File: src/rtl/seq_det_ctrl.sv
// Run controller around a programmable shift-register pattern matcher on a 1-bit stream.
// Optional RUN-cycle timeout is built only when SEQ_DET_TIMEOUT_EN is defined.
module seq_det_ctrl #(
  parameter int PAT_W = 4,
  parameter int CNT_W = 8,
  parameter int TO_W  = 16
) (
  input  logic                   clk,
  input  logic                   reset,
  input  logic                   cfg_valid,
  output logic                   cfg_ready,
  input  logic [PAT_W-1:0]       cfg_pattern,
  input  logic [$clog2(PAT_W):0] cfg_len,
  input  logic                   cfg_overlap,
  input  logic [CNT_W-1:0]       cfg_limit,
  input  logic [TO_W-1:0]        cfg_timeout,
  input  logic                   start,
  input  logic                   abort,
  input  logic                   seq_valid,
  input  logic                   seq_in,
  output logic                   detect_out,
  output logic [CNT_W-1:0]       match_count,
  output logic                   busy,
  output logic                   done,
  output logic                   timed_out
);

  localparam int LW = $clog2(PAT_W) + 1;
  localparam logic [LW-1:0] LEN_MAX = LW'(PAT_W);

  typedef enum logic [1:0] {IDLE, ARMED, RUN, DONE} state_t;

  state_t             state;
  logic [PAT_W-1:0]   pat_q;
  logic [LW-1:0]      len_q;
  logic               ovl_q;
  logic [CNT_W-1:0]   lim_q;
  logic [PAT_W-1:0]   hist;
  logic [LW-1:0]      fill;

  logic [LW-1:0]      len_clamp;
  logic [PAT_W-1:0]   hist_nxt;
  logic [LW-1:0]      fill_nxt;
  logic [PAT_W-1:0]   mask;
  logic               match;
  logic [CNT_W-1:0]   cnt_nxt;
  logic               limit_hit;
  logic               load_cfg;
  logic               enter_run;
  logic               unused_hist_msb;

  assign unused_hist_msb = hist[PAT_W-1];

  always_comb begin
    len_clamp = cfg_len;
    if (cfg_len == '0)
      len_clamp = LW'(1);
    else if (cfg_len > LEN_MAX)
      len_clamp = LEN_MAX;
  end

  always_comb begin
    mask = '0;
    for (int i = 0; i < PAT_W; i++)
      mask[i] = (i < int'(len_q));
  end

  assign hist_nxt = {hist[PAT_W-2:0], seq_in};
  assign fill_nxt = (fill >= len_q) ? len_q : fill + 1'b1;

  // Abort outranks the datapath, so an aborted cycle can never produce a match.
  assign match = (state == RUN) && !abort && seq_valid &&
                 (fill_nxt >= len_q) &&
                 ((hist_nxt & mask) == (pat_q & mask));

  assign cnt_nxt   = (&match_count) ? match_count : match_count + 1'b1;
  assign limit_hit = match && (lim_q != '0) && (cnt_nxt == lim_q);

  // Config is taken in IDLE, or in ARMED/DONE only when neither abort nor start claims the cycle.
  assign load_cfg  = cfg_valid &&
                     ((state == IDLE) ||
                      (((state == ARMED) || (state == DONE)) && !abort && !start));
  assign enter_run = start && !abort && ((state == ARMED) || (state == DONE));

`ifdef SEQ_DET_TIMEOUT_EN
  logic [TO_W-1:0] tmo_q;
  logic [TO_W-1:0] timer;
  logic            tmo_hit;

  assign tmo_hit = (state == RUN) && !abort && !match &&
                   (tmo_q != '0) && (timer == tmo_q - 1'b1);
`else
  logic unused_cfg_timeout;

  assign unused_cfg_timeout = ^cfg_timeout;
  assign timed_out          = 1'b0;
`endif

  always_ff @(posedge clk or posedge reset) begin
    if (reset) begin
      state       <= IDLE;
      pat_q       <= '0;
      len_q       <= '0;
      ovl_q       <= 1'b0;
      lim_q       <= '0;
      hist        <= '0;
      fill        <= '0;
      match_count <= '0;
      detect_out  <= 1'b0;
      busy        <= 1'b0;
      done        <= 1'b0;
      cfg_ready   <= 1'b1;
`ifdef SEQ_DET_TIMEOUT_EN
      tmo_q       <= '0;
      timer       <= '0;
      timed_out   <= 1'b0;
`endif
    end else begin
      detect_out <= match;

      if (load_cfg) begin
        pat_q <= cfg_pattern;
        len_q <= len_clamp;
        ovl_q <= cfg_overlap;
        lim_q <= cfg_limit;
`ifdef SEQ_DET_TIMEOUT_EN
        tmo_q <= cfg_timeout;
`endif
      end

      if (enter_run) begin
        hist        <= '0;
        fill        <= '0;
        match_count <= '0;
`ifdef SEQ_DET_TIMEOUT_EN
        timer       <= '0;
        timed_out   <= 1'b0;
`endif
      end

      case (state)
        IDLE: begin
          if (load_cfg)
            state <= ARMED;
        end

        ARMED: begin
          if (abort) begin
            state <= IDLE;
          end else if (enter_run) begin
            state     <= RUN;
            busy      <= 1'b1;
            cfg_ready <= 1'b0;
          end
        end

        RUN: begin
          if (abort) begin
            state     <= ARMED;
            busy      <= 1'b0;
            cfg_ready <= 1'b1;
          end else begin
            if (seq_valid) begin
              hist <= hist_nxt;
              // Non-overlapping mode demands len fresh bits before the next match.
              fill <= (match && !ovl_q) ? '0 : fill_nxt;
            end
            if (match)
              match_count <= cnt_nxt;
`ifdef SEQ_DET_TIMEOUT_EN
            timer <= match ? '0 : timer + 1'b1;
`endif
            if (limit_hit) begin
              state     <= DONE;
              busy      <= 1'b0;
              done      <= 1'b1;
              cfg_ready <= 1'b1;
            end
`ifdef SEQ_DET_TIMEOUT_EN
            else if (tmo_hit) begin
              state     <= DONE;
              busy      <= 1'b0;
              done      <= 1'b1;
              cfg_ready <= 1'b1;
              timed_out <= 1'b1;
            end
`endif
          end
        end

        DONE: begin
          if (abort || load_cfg) begin
            state <= ARMED;
            done  <= 1'b0;
          end else if (enter_run) begin
            state     <= RUN;
            busy      <= 1'b1;
            done      <= 1'b0;
            cfg_ready <= 1'b0;
          end
        end

        default: begin
          state <= IDLE;
        end
      endcase
    end
  end

endmodule
File: config.mk
export PLATFORM = sky130hd
export DESIGN_NAME = seq_det_ctrl
export DESIGN_NICKNAME = d
export VERILOG_FILES = /design/src/rtl/seq_det_ctrl.sv
export SDC_FILE = /design/constraint.sdc
export NUM_CORES = 1
export LEC_CHECK = 0
export ABC_AREA = 0
export ABC_CLOCK_PERIOD_IN_PS = 3100
export CORE_MARGIN = 5
export CORE_UTILIZATION = 45
export DETAILED_ROUTE_END_ITERATION = 16
export PLACE_DENSITY = 0.77
export SETUP_SLACK_MARGIN = 0.4
export SLEW_MARGIN = 10
export SYNTH_ARGS = -nofsm -noshare
export SYNTH_HDL_FRONTEND = slang
export SYNTH_SLANG_ARGS = --single-unit
File: constraint.sdc
create_clock -name clk -period 3.1 [get_ports clk]
set_clock_uncertainty 0.2 [all_clocks]
set_input_delay 0.465 -clock clk [delete_from_list [all_inputs] [get_ports clk]]
set_output_delay 0.465 -clock clk [all_outputs]
set_load 0.005 [all_outputs]
== After elaboration in Yosys (flattened, before gate mapping) ==
Index checks and enable logic that the tools add are counted.

* Register bits: 37

* Multiplexer cells: 40
* Reduce and logical (&&, ||, !) cells: 27
* Eq/ne operators: 12
* Magnitude comparators: 7
* Add/subtract/negate cells: 2
* Bitwise logic cells: 2

{| class="wikitable"
|+ Operators by type and width
! cell !! number
|-
| 2-to-1 mux 8 bit || 5
|-
| 2-to-1 mux 3 bit || 8
|-
| 2-to-1 mux 4 bit || 4
|-
| 2-to-1 mux 1 bit || 13
|-
| logical AND 1 bit || 12
|-
| 2-to-1 mux 2 bit || 6
|-
| != test 2 bit (second input constant) || 5
|-
| adder 8 x 1 -> 8 bit (second input constant) || 1
|-
| AND 4 bit || 2
|-
| equality test 8 bit || 1
|-
| case mux 2 bit (4 select lines) || 1
|-
| AND reduction 4 bit || 2
|-
| AND reduction 8 bit || 1
|-
| nonzero test 8 bit || 1
|-
| greater-or-equal comparator 3 bit || 2
|-
| < comparator 1 x 3 -> 1 bit (first input constant) || 2
|-
| < comparator 2 x 3 -> 1 bit (first input constant) || 2
|-
| case mux 1 bit (3 select lines) || 2
|-
| equality test 2 bit (second input constant) || 2
|-
| equality test 4 bit || 1
|-
| adder 3 x 1 -> 3 bit (second input constant) || 1
|-
| > comparator 3 bit (second input constant) || 1
|-
| zero test 1 bit || 3
|-
| zero test 3 bit || 1
|-
| 9 further kinds || 11
|}

== Logic depth before layout (Yosys ltp) ==
Gate-level depths: netlist (run 1).

* Word-level depth: 10
* Mapped depth: 15

== Worst setup path before layout (run 1) ==
No wires, ideal clock.

* Path kind: flip-flop to flip-flop
* From: register len_q[0]
* To: register match_count[2]
* Path slack: 14 ps
* Clock period less this slack: 3086 ps
* Required time: 2801 ps
* Path buffers: 1
* Arrival time: 2786 ps
* Library setup time: 99 ps
* Cell stages (with the launch flop): 14
* Cell sequence: dfrtp_1 -> ha_1 -> nand2b_1 -> a21o_1 -> a21o_1 -> a21oi_1 -> ha_1 -> nand2b_1 -> a21o_1 -> a21o_1 -> and3_1 -> buf_2 -> and2_1 -> a311oi_1

* Cells in the longest elaborated chain, start to end: 8
* Elaborated cells on any way between the ends: 15

{| class="wikitable"
|+ Ends and longest elaborated chain
! element !! RTL line !! RTL
|-
| start: declaration || 35 || <nowiki>logic [LW-1:0] len_q;</nowiki>
|-
| start signal: assignment || 123 || <nowiki>len_q <= len_clamp;</nowiki>
|-
| greater-or-equal comparator 3 bit || 69 || <nowiki>assign fill_nxt = (fill >= len_q) ? len_q : fill + 1'b1;</nowiki>
|-
| 2-to-1 mux 3 bit || 69 ||
|-
| greater-or-equal comparator 3 bit || 73 || <nowiki>(fill_nxt >= len_q) &&</nowiki>
|-
| logical AND 1 bit || 72 || <nowiki>assign match = (state == RUN) && !abort && seq_valid &&</nowiki>
|-
| logical AND 1 bit * || 73 ||
|-
| 2-to-1 mux 8 bit * || 168 || <nowiki>if (match)</nowiki>
|-
| 2-to-1 mux 8 bit * || 158 || <nowiki>if (abort) begin</nowiki>
|-
| 2-to-1 mux 8 bit * || 141 || <nowiki>case (state)</nowiki>
|-
| end signal: assignment || 169 || <nowiki>match_count <= cnt_nxt;</nowiki>
|-
| end: declaration || 22 || <nowiki>output logic [CNT_W-1:0] match_count,</nowiki>
|}

Mark *: on every way between the ends. The rest lies on a longest branch, timed or not.
A chain may end at the register's enable or synchronous reset.

== Final worst setup path (run 1) ==
* From: register fill[0]
* To: register match_count[3]

* Cells in the longest elaborated chain, start to end: 8
* Elaborated cells on any way between the ends: 9

{| class="wikitable"
|+ Ends and longest elaborated chain
! element !! RTL line !! RTL
|-
| start: declaration || 39 || <nowiki>logic [LW-1:0] fill;</nowiki>
|-
| start signal: assignment || 166 || <nowiki>fill <= (match && !ovl_q) ? '0 : fill_nxt;</nowiki>
|-
| adder 3 x 1 -> 3 bit / greater-or-equal comparator 3 bit (equally long branches) || 69 ||
|-
| 2-to-1 mux 3 bit * || 69 ||
|-
| greater-or-equal comparator 3 bit * || 73 ||
|-
| logical AND 1 bit * || 72 ||
|-
| logical AND 1 bit * || 73 ||
|-
| 2-to-1 mux 8 bit * || 168 ||
|-
| 2-to-1 mux 8 bit * || 158 ||
|-
| 2-to-1 mux 8 bit * || 141 ||
|}

Marked as above.

==> reports/metrics.cfg, run 1 <==
[cells_and_area]
syn_to_final_growth_pct = 28.59
multi_input_comb_area_um2 = 1245
layout-drive-gt1-share_pct = 23.08
antenna_cells = 0
fin_nets = 306
final_common_cell = dfrtp_1
post-route-util_pct = 59.01
layout.area.seq_um2 = 902.1
fillCellCount = 409
final_cell_mix = dfrtp_1 (35), clkdlybuf4s50_1 (34), nand2_1 (20)

[critical_path]
path_cells = inv_1 > ha_1 > nand2b_4 > a21o_1 > a21o_1 > nor2_1 > a21oi_2 > ha_1 > nand2b_4 > a21o_1 > a21o_1 > and3_4 > and2_4 > a311oi_2
cp.arrival_ns = 2.92
crit_type = flop to flop
path_delay_family = compound AO/OA/AOI/OAI gates
cp-start-kind = flop
r2r_start = fill[0]$_DFF_PP0_
critPathRequiredTime_ns = 3.10
crit_slowest_cell = dfrtp_1
cp_max_fo = 5
worst_r2r_path_depth = 14
critical-path-max-stage-delay_ns = 0.35
worstSetupEndpointType = flop
cp_num_buf_inv = 1
reg2reg_to = match_count[3]$_DFF_PP0_
cp_common_cell = a21o_1
rrSetupSlack_ns = 0.18

[global_routing]
antenna_found_initial = 0
grt_pass1_wl_um = 7852
grt_max_degree = 37
gr-total-overflow = 0
grt_usage_pct = 15.75
grt_pass1_vias = 1659

[clock_tree]
clk_pin_slew_worst_paths_ns = 0.07
cts_max_level = 2
clockBufferDepth = 2
root_buffer = clkbuf_8
insertion_delay_ns = 0.29
clock-sinks = 36
cts_tree = done
ctsHoldBuffers = 0
cts_buffers = 5

[timing]
rsz0062_at_grt = true
min_period_over_period_pct = 94.28
hold_violations = 0
fmax_mhz = 342.1
slew_headroom_pct = 60.41
fin_tns_setup_ns = 0
finalMaxSlewViolations = 0
worst_pin_slew_ns = 0.5924
period_minus_slack_ns = 2.923
setup_viol = 0
fin_ws_ns = 0.1772

[die]
die_w_um = 79.18
start_util_pct = 45.89
num_rows = 25
dieArea_um2 = 6269
num_io_pins = 52
fp.dieH_um = 79.18
core_area_um2 = 4692

[flow_run]
cap_viol_max_count = 0

[place]
routabilityCongestion = 0.8598
portBuffers = 34
hpwl_um = 3298
place_ws_ns = 0.04764

[route]
viasPerCell = 5.656
wl_per_cell_um = 14.74
drc_errors = 0
ant_nets = 0
wirelength_um = 4627
num_vias = 1776
drt_pass1_iterations = 4
drtIter0Drc = 116

[logic_synthesis]
synth_ff_type = dfrtp_1
synth_cells = 216
synth_area_um2 = 2153
ys_types = 51
syn-num-nets = 263
yosys_warnings = 0
yosysSeqAreaShare_pct = 41.89
avgSynthCellArea_um2 = 9.969
synth_edf_count = 0
async_flop_share_pct = 100.0
synth-seq-cells = 36

[hold_path]
hp-class = flop to flop
hold_start = done$_DFFE_PP0P_
whs_endpoint = done$_DFFE_PP0P_
hold_path_depth = 2

[power]
ir_drop_mv = 0.3731
powerDensity_nw_per_um2 = 748.4
p_leak_nw = 1.172

[run_status]
status = completed

[power breakdown]
group	internal (mW)	leakage, nW	switching [mW]
logic	0.552	0.669	0.420
clock network	0.181	0.0455	0.160
registers	0.621	0.457	0.138
total	1.35	1.17	0.719
[synthesized netlist by cell type, types with 2 or more instances]
master | count | area (um2)
a311oi_1 | 2 | 17.52
nand2_1 | 20 | 75.07
o21ai_1 | 6 | 30.03
nor2_1 | 9 | 33.78
mux2_2 | 15 | 168.9
nand3_1 | 10 | 50.05
clkbuf_1 | 4 | 15.01
buf_6 | 5 | 56.30
nand2b_1 | 6 | 37.54
xnor2_1 | 9 | 78.83
o21ai_0 | 8 | 40.04
nor2b_1 | 4 | 25.02
or4_1 | 2 | 15.01
nor4_1 | 2 | 12.51
a32o_1 | 2 | 20.02
xor2_1 | 4 | 35.03
nor3_1 | 5 | 25.02
and3_1 | 3 | 18.77
a21o_1 | 4 | 30.03
mux2i_1 | 3 | 30.03
ha_1 | 8 | 100.1
nand4_1 | 2 | 12.51
a211oi_1 | 2 | 15.01
a21oi_1 | 12 | 60.06
inv_1 | 5 | 18.77
buf_2 | 3 | 15.01
nand3b_1 | 3 | 22.52
dfrtp_1 | 35 | 875.8
[worst max path at each step]
stage,start,end,slack [ns],depth (start not counted)
after detailed placement,fill[0]$_DFF_PP0_,fill[2]$_DFF_PP0_,0.05,12
after global routing,fill[0]$_DFF_PP0_,match_count[2]$_DFF_PP0_,0.06,14
after floorplan,len_q[0]$_DFFE_PP0P_,match_count[2]$_DFF_PP0_,0.15,14
final,fill[0]$_DFF_PP0_,match_count[3]$_DFF_PP0_,0.18,14
after CTS,fill[0]$_DFF_PP0_,match_count[2]$_DFF_PP0_,0.18,14
after global placement,fill[0]$_DFF_PP0_,match_count[2]$_DFF_PP0_,0.06,14
[worst min-delay path: stages (launching register included)]
cell and delay (ns):
dfrtp_1 0.35, nand2_1 0.05, nand2_1 0.06
[through the flow]
stage,instance area (um2),hold WS [ns],total power [mW],cells
after detailed placement,2557,0.2724,1.567,300
final,2769,0.2885,2.072,314
after CTS,2708,0.2957,2.016,312
after global routing,2769,0.3116,2.217,314
after floorplan,2182,0.2693,1.322,216
after global placement,2557,0.2711,1.530,300
[layer usage]
metal / wire length [um] / vias to the layer above / GRT usage, %
li1: - / 868 / -
met1: 2121 / 856 / 21.40
met2: 2225 / 48 / 24.24
met3: 232 / 4 / 3.968
met4: 48 / 0 / 5.670
met5: 0 / - / 0
[sequential cells by signal, summed over array words and instances, names as in the netlist, 2 cells and up]
name and count:
state 2, lim_q 8, match_count 8, hist 3
len_q 3, pat_q 4, fill 3
[kinds of logic after synthesis]
| group | count (synthesis) | share of synthesized area (%) |
|---|---|---|
| muxes | 18 | 9.239 |
| AOI/OAI and AO/OA | 46 | 13.95 |
| DFF | 36 | 41.89 |
| and+or+nand+nor | 76 | 19.58 |
| adders and majority gates | 8 | 4.649 |
| xor gates and xnor gates | 13 | 5.288 |
| buffers and inverters | 18 | 5.229 |
| other | 1 | 0.1742 |
[area by class of cell]
cell class              count  area share, %
multi-input cells         163          44.96
inverters                   5         0.6778
flip-flops and latches     36          32.58
well taps                  54          2.440
clock buffers               8          3.253
repair buffers             48          16.09
[what timing repair did]
| action | in CTS | in global routing |
|---|---|---|
| setup buffers | 3 | 2 |
| gates resized for setup | 8 | 8 |
| endpoints found under the setup margin | 15 | 16 |
| endpoints found under the hold margin | 0 | 0 |
| pin swaps | 3 | 6 |
| cloned | 1 | 0 |
Note: power is estimated with default switching activity, not from simulation.
==> run 2, diff against run 1 <==
--- a/config.mk
+++ b/config.mk
@@ -12,7 +12,7 @@
 export DETAILED_ROUTE_END_ITERATION = 16
 export PLACE_DENSITY = 0.77
 export SETUP_SLACK_MARGIN = 0.4
-export SLEW_MARGIN = 10
+export SLEW_MARGIN = 30
 export SYNTH_ARGS = -nofsm -noshare
 export SYNTH_HDL_FRONTEND = slang
 export SYNTH_SLANG_ARGS = --single-unit
==> results of run 2 <==
Final layout, timing and power as in run 1 (identical DEF).
